### src/rtl/sim_run_controller.sv
// sim_run_controller: sequences a CPU run (reset pulse, run, halt/timeout) and
// gathers run statistics from the CPU memory bus.
//
// Ports:
//   InputClk       - clock, all state changes on the rising edge
//   rst            - synchronous active-high reset, forces IDLE
//   start          - run request (pulse or level), honoured in IDLE/DONE
//   hlt            - CPU halt indication, honoured in RUN only
//   ControlBus     - [1] read enable, [2] write enable, [0] unused
//   AddressBus     - CPU memory address
//   DataBusOut     - CPU write data
//   cpu_rst        - reset driven to the CPU (high outside RUN)
//   running        - high while in RUN
//   done           - run finished by halt or timeout
//   timeout        - run ended by the MAX_CLOCKS limit
//   CyclesConsumed - RUN cycles counted
//   MemReads       - read cycles counted, saturating
//   MemWrites      - write cycles counted, saturating
//   WriteChecksum  - rotate-left/XOR signature of all writes
module sim_run_controller #(
    parameter int unsigned WIDTH        = 32,
    parameter int unsigned RESET_CYCLES = 4,
    parameter int unsigned MAX_CLOCKS   = 1000
) (
    input  logic             InputClk,
    input  logic             rst,
    input  logic             start,
    input  logic             hlt,
    input  logic [2:0]       ControlBus,
    input  logic [WIDTH-1:0] AddressBus,
    input  logic [WIDTH-1:0] DataBusOut,
    output logic             cpu_rst,
    output logic             running,
    output logic             done,
    output logic             timeout,
    output logic [WIDTH-1:0] CyclesConsumed,
    output logic [15:0]      MemReads,
    output logic [15:0]      MemWrites,
    output logic [WIDTH-1:0] WriteChecksum
);

    localparam int unsigned CNT_W   = $clog2(RESET_CYCLES + 1);
    localparam int unsigned STAT_W  = 16;

    typedef enum logic [1:0] {
        S_IDLE,
        S_RESET,
        S_RUN,
        S_DONE
    } state_e;

    state_e             state_q, state_d;
    logic [CNT_W-1:0]   rcnt_q, rcnt_d;
    logic [WIDTH-1:0]   cycles_q, cycles_d;
    logic [STAT_W-1:0]  reads_q, reads_d;
    logic [STAT_W-1:0]  writes_q, writes_d;
    logic [WIDTH-1:0]   csum_q, csum_d;
    logic               done_q, done_d;
    logic               timeout_q, timeout_d;
    logic               cpu_rst_q, cpu_rst_d;
    logic               running_q, running_d;

    // Bit 0 of the control bus carries no meaning for this block.
    logic unused_ctrl_bit;
    assign unused_ctrl_bit = ControlBus[0];

    // Next-state, statistics and registered-output computation.
    always_comb begin
        state_d   = state_q;
        rcnt_d    = rcnt_q;
        cycles_d  = cycles_q;
        reads_d   = reads_q;
        writes_d  = writes_q;
        csum_d    = csum_q;
        done_d    = done_q;
        timeout_d = timeout_q;

        unique case (state_q)
            S_IDLE, S_DONE: begin
                if (start) begin
                    state_d   = S_RESET;
                    // Counter runs RESET_CYCLES-1 .. 0, giving RESET_CYCLES clocks in RESET.
                    rcnt_d    = CNT_W'(RESET_CYCLES - 1);
                    cycles_d  = '0;
                    reads_d   = '0;
                    writes_d  = '0;
                    csum_d    = '0;
                    done_d    = 1'b0;
                    timeout_d = 1'b0;
                end
            end
            S_RESET: begin
                if (rcnt_q == '0) begin
                    state_d = S_RUN;
                end else begin
                    rcnt_d = rcnt_q - CNT_W'(1);
                end
            end
            S_RUN: begin
                cycles_d = cycles_q + WIDTH'(1);
                if (ControlBus[1] && (reads_q != '1)) begin
                    reads_d = reads_q + STAT_W'(1);
                end
                if (ControlBus[2]) begin
                    if (writes_q != '1) begin
                        writes_d = writes_q + STAT_W'(1);
                    end
                    csum_d = {csum_q[WIDTH-2:0], csum_q[WIDTH-1]} ^ AddressBus ^ DataBusOut;
                end
                // Halt takes priority over a coincident timeout.
                if (hlt) begin
                    state_d = S_DONE;
                    done_d  = 1'b1;
                end else if (cycles_d == WIDTH'(MAX_CLOCKS)) begin
                    state_d   = S_DONE;
                    done_d    = 1'b1;
                    timeout_d = 1'b1;
                end
            end
            default: state_d = S_IDLE;
        endcase

        cpu_rst_d = (state_d != S_RUN);
        running_d = (state_d == S_RUN);
    end

    // State and output registers with synchronous reset.
    always_ff @(posedge InputClk) begin
        if (rst) begin
            state_q   <= S_IDLE;
            rcnt_q    <= '0;
            cycles_q  <= '0;
            reads_q   <= '0;
            writes_q  <= '0;
            csum_q    <= '0;
            done_q    <= 1'b0;
            timeout_q <= 1'b0;
            cpu_rst_q <= 1'b1;
            running_q <= 1'b0;
        end else begin
            state_q   <= state_d;
            rcnt_q    <= rcnt_d;
            cycles_q  <= cycles_d;
            reads_q   <= reads_d;
            writes_q  <= writes_d;
            csum_q    <= csum_d;
            done_q    <= done_d;
            timeout_q <= timeout_d;
            cpu_rst_q <= cpu_rst_d;
            running_q <= running_d;
        end
    end

    assign cpu_rst        = cpu_rst_q;
    assign running        = running_q;
    assign done           = done_q;
    assign timeout        = timeout_q;
    assign CyclesConsumed = cycles_q;
    assign MemReads       = reads_q;
    assign MemWrites      = writes_q;
    assign WriteChecksum  = csum_q;

endmodule

### config.mk
export PLATFORM = sky130hd
export DESIGN_NAME = sim_run_controller
export DESIGN_NICKNAME = d
export VERILOG_FILES = /design/src/rtl/sim_run_controller.sv
export SDC_FILE = /design/constraint.sdc
export NUM_CORES = 1
export LEC_CHECK = 0
export BUFFER_PORTS_ARGS = -buffer_cell sky130_fd_sc_hd__buf_2
export CAP_MARGIN = 15
export CELL_PAD_IN_SITES_DETAIL_PLACEMENT = 1
export CELL_PAD_IN_SITES_GLOBAL_PLACEMENT = 1
export CORE_MARGIN = 3
export CORE_UTILIZATION = 40
export DETAILED_ROUTE_END_ITERATION = 7
export GPL_TIMING_DRIVEN = 1
export PLACE_DENSITY = 0.95
export SLEW_MARGIN = 10
export SYNTH_ARGS = -nofsm -noshare
export SYNTH_HDL_FRONTEND = slang
export SYNTH_SLANG_ARGS = --single-unit
### constraint.sdc
create_clock -name InputClk -period 4.55 [get_ports InputClk]
set_input_delay 0.2275 -clock InputClk [delete_from_list [all_inputs] [get_ports InputClk]]
set_output_delay 0.2275 -clock InputClk [all_outputs]
set_load 0.02 [all_outputs]
After elaboration in Yosys (flattened, before gate mapping)

Index checks and enable logic that the tools add are counted.

Register bits after elaboration: 105
Input bits: 71
Word-level logic and storage cells: 69

Add/sub/neg operators: 4
Equality and inequality tests: 16
Mux-type cells: 24
Bitwise logic cells: 2
Reduce and logical (&&, ||, !) cells: 13

Operators by type and width:

| kind                  | number |
|---|---|
| $pmux 32 s2           | 2 |
| $mux 16               | 4 |
| $mux 32               | 2 |
| $pmux 16 s2           | 2 |
| $xor 32x32->32        | 2 |
| $add 16x1->16 const B | 2 |
| $add 32x1->32 const B | 1 |
| $eq 32x10->1 const B  | 1 |
| $ne 16x16->1 const B  | 2 |
| $ne 2x2->1 const B    | 8 |
| $reduce_and 3->1      | 4 |
| $mux 2                | 4 |
| $reduce_and 4->1      | 2 |
| $eq 2x2->1 const B    | 3 |
| $mux 3                | 2 |
| $pmux 2 s3            | 1 |
| $pmux 3 s2            | 1 |
| $mux 1                | 4 |
| $pmux 1 s2            | 2 |
| $reduce_bool 2->1     | 2 |
| $logic_not 3->1       | 1 |
| $ne 3x3->1 const B    | 1 |
| $sub 3x1->3 const B   | 1 |
| $eq 2x1->1 const B    | 1 |
| 4 further kinds       | 4 |

Depth between registers and ports, before layout

Gate-level depths: netlist of run 1.

Depth after elaboration: 6
Mapped depth: 11
Gate-level depth less buffers: 10

Worst setup path after synthesis of run 1

No wires, ideal clock.

Kind: reg2reg
From: register cycles_q[0], in the netlist CyclesConsumed[0]
To: register running_q, in the netlist running
Library setup time: 0.115 ns
Arrival: 2.758 ns
Required time: 4.435 ns
Path slack: 1.677 ns
Cell stages (with the launch flop): 12
Cell sequence: dfxtp_1 > ha_1 > buf_4 > and4_1 > buf_2 > nand4_2 > or4_4 > a211oi_2 > nand4_1 > o41ai_2 > o31ai_1 > and2_1

Cells in the longest elaborated chain, start to end: 6

Ends and longest elaborated chain:

| element                | line | text |
|---|---|---|
| start, declared        | 54   | `logic [WIDTH-1:0] cycles_q, cycles_d;` |
| start signal, assigned | 143  | `cycles_q <= cycles_d;` |
| $add 32x1->32          | 100  | `cycles_d = cycles_q + WIDTH'(1);` |
| $eq 32x10->1           | 114  | `end else if (cycles_d == WIDTH'(MAX_CLOCKS)) begin` |
| $mux 2                 | 114  |  |
| $mux 2                 | 111  | `if (hlt) begin` |
| $pmux 2 s3             | 78   | `unique case (state_q)` |
| $eq 2x2->1             | 124  | `running_d = (state_d == S_RUN);` |
| end signal, assigned   | 150  | `running_q <= running_d;` |
| end, declared          | 61   | `logic running_q, running_d;` |

Every way passes these cells.
A chain may end at the register's enable or synchronous reset.

Worst setup path after layout of run 1

From: register state_q[0]
To: register writes_q[13], in the netlist MemWrites[13]

Cells in the longest elaborated chain, start to end: 4
Elaborated cells on any way between the ends: 10

Ends and longest elaborated chain:

| element                                                          | line | text |
|---|---|---|
| start, declared                                                  | 52   | `state_e state_q, state_d;` |
| start signal, assigned                                           | 141  | `state_q <= state_d;` |
| $eq 2x2->1 or $logic_not 2->1 (tied branches)                    | 78   |  |
| $reduce_or 2->1                                                  | 78   |  |
| $ne 2x2->1 (no source line) or $reduce_bool 2->1 (tied branches) | n/a  |  |
| $reduce_and 4->1 (no source line)                                | n/a  |  |
| end signal, assigned                                             | 145  | `writes_q <= writes_d;` |
| end, declared                                                    | 56   | `logic [STAT_W-1:0] writes_q, writes_d;` |

Parallel ways exist; a longest one is shown, timed or not.

==> results.json, run 1 <==
{
  "status": "finished clean",
  "first_global_vias": 5988,
  "track_usage_pct": 23.0,
  "rrSetupSlack_ns": 1.14,
  "grt_max_degree": 75,
  "avgSynthCellArea_sq_um": 7.95,
  "wire_per_inst_um": 17.6,
  "cts.htree.levels": 3,
  "pwr-share-comb_pct": 30.0,
  "setup_violations": 0,
  "firstDrtPassIters": 5,
  "synth_top_cell_area_share_pct": 36.4,
  "nets": 944,
  "cpMaxStageDelayCell": "mux2_2",
  "path_cells": "inv_1 -> ha_1 -> mux2_2 -> o21ai_2 -> a31oi_1 -> nand4_1 -> or2_1 -> or3_1 -> a21oi_1",
  "portBuffers": 169,
  "hold_path_class": "in -> reg",
  "cts_tree": "yes",
  "routed_via_density": 5.70,
  "min_from": "hlt",
  "period_needed_ns": 3.41,
  "slew_viol_final": 0,
  "cts_hold_buf": 0,
  "min_to": "timeout",
  "critPathKind": "reg -> reg",
  "antenna_found_initial": 1,
  "fin_worst_skew_ns": 0.0133,
  "num_io_pins": 171,
  "reg2reg_to": "MemWrites[13]",
  "synth_top_area_cell": "dfxtp_1",
  "p_int_uw": 1700,
  "crit_arrival_ns": 3.70,
  "slew_headroom_pct": 45.7,
  "ir_worst_vdd_mv": 0.242,
  "cts_resized": 0,
  "worstSetupEndpointType": "flip-flop",
  "drt_iter0_drc": 343,
  "grt_overflow": 0,
  "max_stage_delay_ns": 0.62,
  "ctsRootBufferMaster": "clkbuf_16",
  "core-area_sq_um": 14000,
  "vias": 5990,
  "dr_wl_met3_mm": 1.20,
  "synth-main-ff-cell": "dfxtp_1",
  "drive_above_1_share_pct": 23.2,
  "met1_length_mm": 7.73,
  "hold_path_depth": 4,
  "synthDistinctLibCells": 53,
  "holdWs_ns": 0.222,
  "place_congestion": 0.853,
  "highest_layer": "met5",
  "power_leakage_uw": 0.00271,
  "cts_buffers": 9,
  "route.detailed.drc": 0,
  "synth-seq-cells": 105,
  "wl_mm": 18.5,
  "rows": 43,
  "die_w_um": 126,
  "cp_num_buf_inv": 1,
  "synth_async_sr_flop_share_pct": 0,
  "cp.required_ns": 4.84,
  "met2_length_mm": 9.08,
  "pwr_density_cell_nw_per_um2": 380,
  "hold_violations": 0,
  "hpwl_mm": 13.3,
  "fin_cells": 1050,
  "syn_inst": 727,
  "synth_area_sq_um": 5780,
  "ant_nets": 0,
  "p_sw_share_pct": 36.2,
  "p_sw_uw": 966,
  "pwr-share-clk_pct": 32.7,
  "tightest_slew_ns": 0.814,
  "clock-sinks": 105,
  "cp_max_fo": 24,
  "die-area_sq_um": 15900,
  "ys_seq_area_share_pct": 36.4,
  "clkSlewWorstSetupHoldPaths_ns": 0.08,
  "synthToLayoutAreaGrowth_pct": 21.5,
  "seq_power_share_pct": 37.3,
  "fp.dieH_um": 126,
  "clock_latency_ns": 0.36,
  "clock_path_buffers": 2,
  "yosysWarnings": 0,
  "finalCritPeriodShare_pct": 74.9,
  "maxCapViolCount": 0,
  "grt_setup_unrepaired": "false",
  "diodes": 0,
  "dp.cells": 1033,
  "synth_edf_count": 0,
  "crit_family": "simple AND/OR/NAND/NOR gates",
  "r2r_start": "state_q[0]",
  "post_cts_buffers": 0,
  "max_clock_freq_ghz": 0.293,
  "grt_pass1_wl_mm": 30.1,
  "start_util_pct": 41.3,
  "start_kind": "flip-flop",
  "syn_nets": 806,
  "setup-tns-final_ns": 0,
  "synth.top_cells.by_area": "dfxtp_1 36%, xnor2_1 11%, nor2_1 6.8%",
  "r2r_cells": 9
}
==> kinds of logic (layout without fill, tap and decap cells) <==
kind of cell             after synthesis  in the layout  synth area share [%]
buffers and inverters                 65            208                  4.74
AO/OA/AOI/OAI                        164            164                  18.0
AND/OR/NAND/NOR                      291            291                  24.8
multiplexers                           4              4                 0.736
flip-flops                           105            105                  36.4
XOR/XNOR                              90             90                  13.6
adder cells (fa/ha/maj)                8              8                  1.73
==> worst max-delay path by stage <==
stage,depth (start not counted),from,to
global placement,9,state_q[0],MemWrites[13]
CTS,9,state_q[0],MemWrites[15]
detailed placement,9,state_q[0],MemWrites[15]
global route,9,state_q[0],MemWrites[13]
finish,9,state_q[0],MemWrites[13]
floorplan,11,CyclesConsumed[0],running
==> worst reg2reg max path, delay by kind of cell, from the launching register on <==
| kind | cells | cell delay [ns] |
|---|---|---|
| multiplexers | 1 | 0.62 |
| AND/OR/NAND/NOR | 3 | 1.03 |
| buffers and inverters | 1 | 0.09 |
| adder cells (fa/ha/maj) | 1 | 0.53 |
| flip-flops | 1 | 0.35 |
| AO/OA/AOI/OAI | 3 | 0.74 |
==> flip-flops by register name (all words and copies together), names as in the netlist <==
signal / count
CyclesConsumed: 32
MemReads: 16
MemWrites: 16
WriteChecksum: 32
cpu_rst: 1
done: 1
rcnt_q: 3
running: 1
state_q: 2
timeout: 1
==> stage by stage <==
step                      util [%]  worst slack, ns  area [sq um]  total power [uW]
final                         50.2             1.14          7020              2670
after global routing          50.2            0.798          7020              2820
after CTS                     50.1             1.14          7010              2690
after detailed placement      47.8             1.20          6690              1810
after global placement        47.8             1.33          6690              1780
after floorplan                  -             1.68          5780              1560
==> area by class of cell <==
| class | instances | area (sq um) |
|---|---|---|
| Clock buffer | 10 | 229 |
| Clock inverter | 6 | 97.6 |
| Fill cell | 1765 | 6970 |
| Inverter | 17 | 63.8 |
| Multi-Input combinational cell | 557 | 3410 |
| Sequential cell | 105 | 2100 |
| Tap cell | 180 | 225 |
| Timing Repair Buffer | 175 | 895 |
==> power groups by stage <==
stage,combinational (uW),sequential [uW],clock (uW)
after CTS,802,996,889
final,800,997,873
after global placement,770,1010,0
after global routing,886,1000,930
after detailed placement,793,1020,0
after floorplan,523,1040,0
==> synth_stat cells (6+ instances only) <==
cell and number:
nand3_1 23, a21oi_1 44, nor4_1 11, buf_2 11, dfxtp_1 105, nor2_1 105
a31oi_1 7, a211oi_1 7, and3_1 8, a311oi_1 6, inv_1 17, clkbuf_1 32
a22oi_1 35, nand4_1 20, ha_1 8, xnor2_1 72, o21ai_0 42, nand2_1 56
and4_1 7, nor3_1 20, xor2_1 18, or3_1 13
==> cell usage in the layout, fill, tap and decap left out, drive strengths merged, types with 11 or more instances in the layout <==
master	n
nor4	11
nor2	105
xor2	18
o21ai	43
a21oi	44
a22oi	35
buf	175
dfxtp	105
nor3	21
nand3	24
nand4	22
or3	13
nand2	56
inv	20
xnor2	72
==> metal layers <==
layer | vias to the layer above | GRT usage (%)
met5 | - | 0
met4 | 2 | 9.97
met3 | 39 | 5.00
met2 | 219 | 39.3
met1 | 2878 | 27.8
li1 | 2852 | -
(Power assumes the default switching activity.)
==> run 2: changes to the inputs <==
Settings changed: ABC_AREA set to 1, CORE_UTILIZATION 40 to 36, PLACE_DENSITY 0.95 to 0.9.
Clock period 4.55 ns to 3.45 ns, I/O delays scaled along.
==> run 2 against run 1 <==
Net effect:
- setup slack lost 0.36 ns
- critical endpoint is now MemWrites[11]
- design area increased by 4.9%
- die area is 14% higher
- global-route usage down 2.6 points
- sequential share of layout area shrank 1.4 points
- critical path type unchanged
- largest cell class unchanged
==> results.json, run 2 <==
{
  "drt_iter0_drc": 259,
  "hold_violations": 0,
  "route.detailed.drc": 0,
  "cp.required_ns": 3.75,
  "synth_async_sr_flop_share_pct": 0,
  "synth.top_cells.by_area": "dfxtp_1 35%, nand2_1 18%, xnor2_1 10%",
  "yosysWarnings": 0,
  "post_cts_buffers": 0,
  "maxCapViolCount": 0,
  "crit_family": "simple AND/OR/NAND/NOR gates",
  "first_global_vias": 6369,
  "die_w_um": 135,
  "crit_arrival_ns": 2.96,
  "ys_seq_area_share_pct": 35.1,
  "clock-sinks": 105,
  "drive_above_1_share_pct": 22.8,
  "setup-tns-final_ns": 0,
  "hpwl_mm": 13.9,
  "portBuffers": 169,
  "critPathKind": "reg -> reg",
  "synth_top_cell_area_share_pct": 35.1,
  "antenna_found_initial": 1,
  "fin_worst_skew_ns": 0.0160,
  "synthToLayoutAreaGrowth_pct": 23.1,
  "synthDistinctLibCells": 38,
  "start_util_pct": 37.3,
  "slew_viol_final": 0,
  "avgSynthCellArea_sq_um": 6.76,
  "nets": 1127,
  "ir_worst_vdd_mv": 0.240,
  "fin_cells": 1269,
  "firstDrtPassIters": 4,
  "status": "finished clean",
  "power_leakage_uw": 0.00296,
  "path_cells": "inv_1 -> ha_1 -> o21ai_2 -> a21oi_2 -> nand2_2 -> inv_2 -> nand2_1 -> nor2_1 -> nand2_1 -> nor2_2 -> nand3_1 -> o21ai_0 -> o21ai_0 -> nor2_1",
  "finalCritPeriodShare_pct": 77.3,
  "clkSlewWorstSetupHoldPaths_ns": 0.08,
  "max_stage_delay_ns": 0.53,
  "grt_overflow": 0,
  "wire_per_inst_um": 14.6,
  "ctsRootBufferMaster": "clkbuf_16",
  "layout_commonest_cell": "nand2_1",
  "worstSetupEndpointType": "flip-flop",
  "synth_edf_count": 0,
  "cts_tree": "yes",
  "start_kind": "flip-flop",
  "synth-main-ff-cell": "dfxtp_1",
  "grt_setup_unrepaired": "false",
  "die-area_sq_um": 18200,
  "place_congestion": 0.853,
  "cp_max_fo": 13,
  "grt_pass1_wl_mm": 30.3,
  "synth_most_common_cell": "nand2_1",
  "grt_max_degree": 49,
  "cp_num_buf_inv": 2,
  "cpMaxStageDelayCell": "ha_1",
  "synth_area_sq_um": 5990,
  "cts_resized": 0,
  "vias": 6264,
  "diodes": 0,
  "clock_latency_ns": 0.36,
  "syn_inst": 885,
  "cts_hold_buf": 0,
  "period_needed_ns": 2.67,
  "track_usage_pct": 20.4,
  "num_io_pins": 171,
  "layout_common_cells": "287 x nand2_1, 169 x buf_2, 105 x dfxtp_1",
  "cts.htree.levels": 3,
  "dp.cells": 1253,
  "cts_buffers": 9,
  "slew_headroom_pct": 59.1,
  "core-area_sq_um": 16100,
  "syn_nets": 964,
  "rows": 46,
  "ant_nets": 0,
  "synth-seq-cells": 105,
  "wl_mm": 18.6,
  "fp.dieH_um": 135,
  "routed_via_density": 4.94,
  "synth_top_area_cell": "dfxtp_1",
  "max_clock_freq_ghz": 0.375,
  "clock_path_buffers": 2,
  "synth_commonest_cells": "287 x nand2_1, 105 x dfxtp_1, 89 x a21oi_1, 84 x nor2_1, 69 x xnor2_1",
  "setup_violations": 0,
  "tightest_slew_ns": 0.614,
  "pwr_density_cell_nw_per_um2": 403,
  "hold_path_class": "in -> reg"
}
[run 2: changes by cell type after synthesis, moves of 12 or more]
| cell | before | now |
|---|---|---|
| o21ai_0 | 42 | 17 |
| or3_1 | 13 | 0 |
| a21oi_1 | 44 | 89 |
| nand4_1 | 20 | 6 |
| nor2_1 | 105 | 84 |
| nand2_1 | 56 | 287 |
| clkbuf_1 | 32 | 19 |
| inv_1 | 17 | 61 |
| nor2_2 | 0 | 12 |
| a22oi_1 | 35 | 1 |
[run 2: power breakdown]
| group | switching [uW] | internal [uW] | total (uW) | leakage (uW) |
|---|---|---|---|---|
| Combinational | 402 | 199 | 601 | 0.00196 |
| Clock | 515 | 578 | 1090 | 0.000153 |
| Sequential | 28.8 | 1250 | 1270 | 0.000847 |
| Total | 946 | 2020 | 2970 | 0.00296 |
[run 2: routing by layer]
metal	track usage, %	part of all wire [%]	routed length [um]
met1	25.4	44	8220
met5	0	0.048	9
met4	6.94	1.8	339
met3	3.69	4.8	888
met2	35.5	49	9110
[run 2: final cells by class]
type                    instances  area [sq um]
inverters                      68           255
clock buffers                   9           225
fillers                      2137          8690
clock inverters                 7          85.1
well taps                     216           270
repair buffers                175           891
multi-input cells             689          3540
flip-flops and latches        105          2100
[run 2: logic make-up (layout without fill, tap and decap cells)]
family | count (synthesis) | count (layout) | synth area share (%)
buf+inv | 91 | 259 | 5.81
xor+xnor | 77 | 77 | 11.3
simple gates | 477 | 477 | 34.5
fa+ha+maj | 8 | 8 | 1.67
compound gates | 127 | 127 | 11.6
flops | 105 | 105 | 35.1
[run 2: final timing paths]
path	startpoint	to	slack, ns	cells past startpoint
worst min register to register	WriteChecksum[22]	WriteChecksum[22]	0.49	2
worst max-delay path	state_q[0]	MemWrites[11]	0.78	14
worst max register to register	state_q[0]	MemWrites[11]	0.78	14
worst min-delay path	hlt	timeout	0.14	4
[run 2: worst reg2reg max path: stages, from the launching register on]
cell	delay (ns)
dfxtp_1	0.33
inv_1	0.12
ha_1	0.53
o21ai_2	0.20
a21oi_2	0.17
nand2_2	0.17
inv_2	0.13
nand2_1	0.10
nor2_1	0.11
nand2_1	0.08
nor2_2	0.15
nand3_1	0.16
o21ai_0	0.17
o21ai_0	0.10
nor2_1	0.08
[run 2: through the flow]
| step | worst slack, ns | hold WS, ns | utilization [%] | total power, uW | instance area, sq um |
|---|---|---|---|---|---|
| after floorplan | 1.27 | 0.373 | - | 1700 | 5990 |
| after global placement | 0.960 | 0.447 | 44.0 | 1880 | 7060 |
| after detailed placement | 0.830 | 0.451 | 44.0 | 1900 | 7060 |
| after CTS | 0.793 | 0.139 | 45.9 | 3000 | 7370 |
| after global routing | 0.476 | 0.157 | 45.9 | 3120 | 7370 |
| final | 0.784 | 0.140 | 45.9 | 2970 | 7370 |
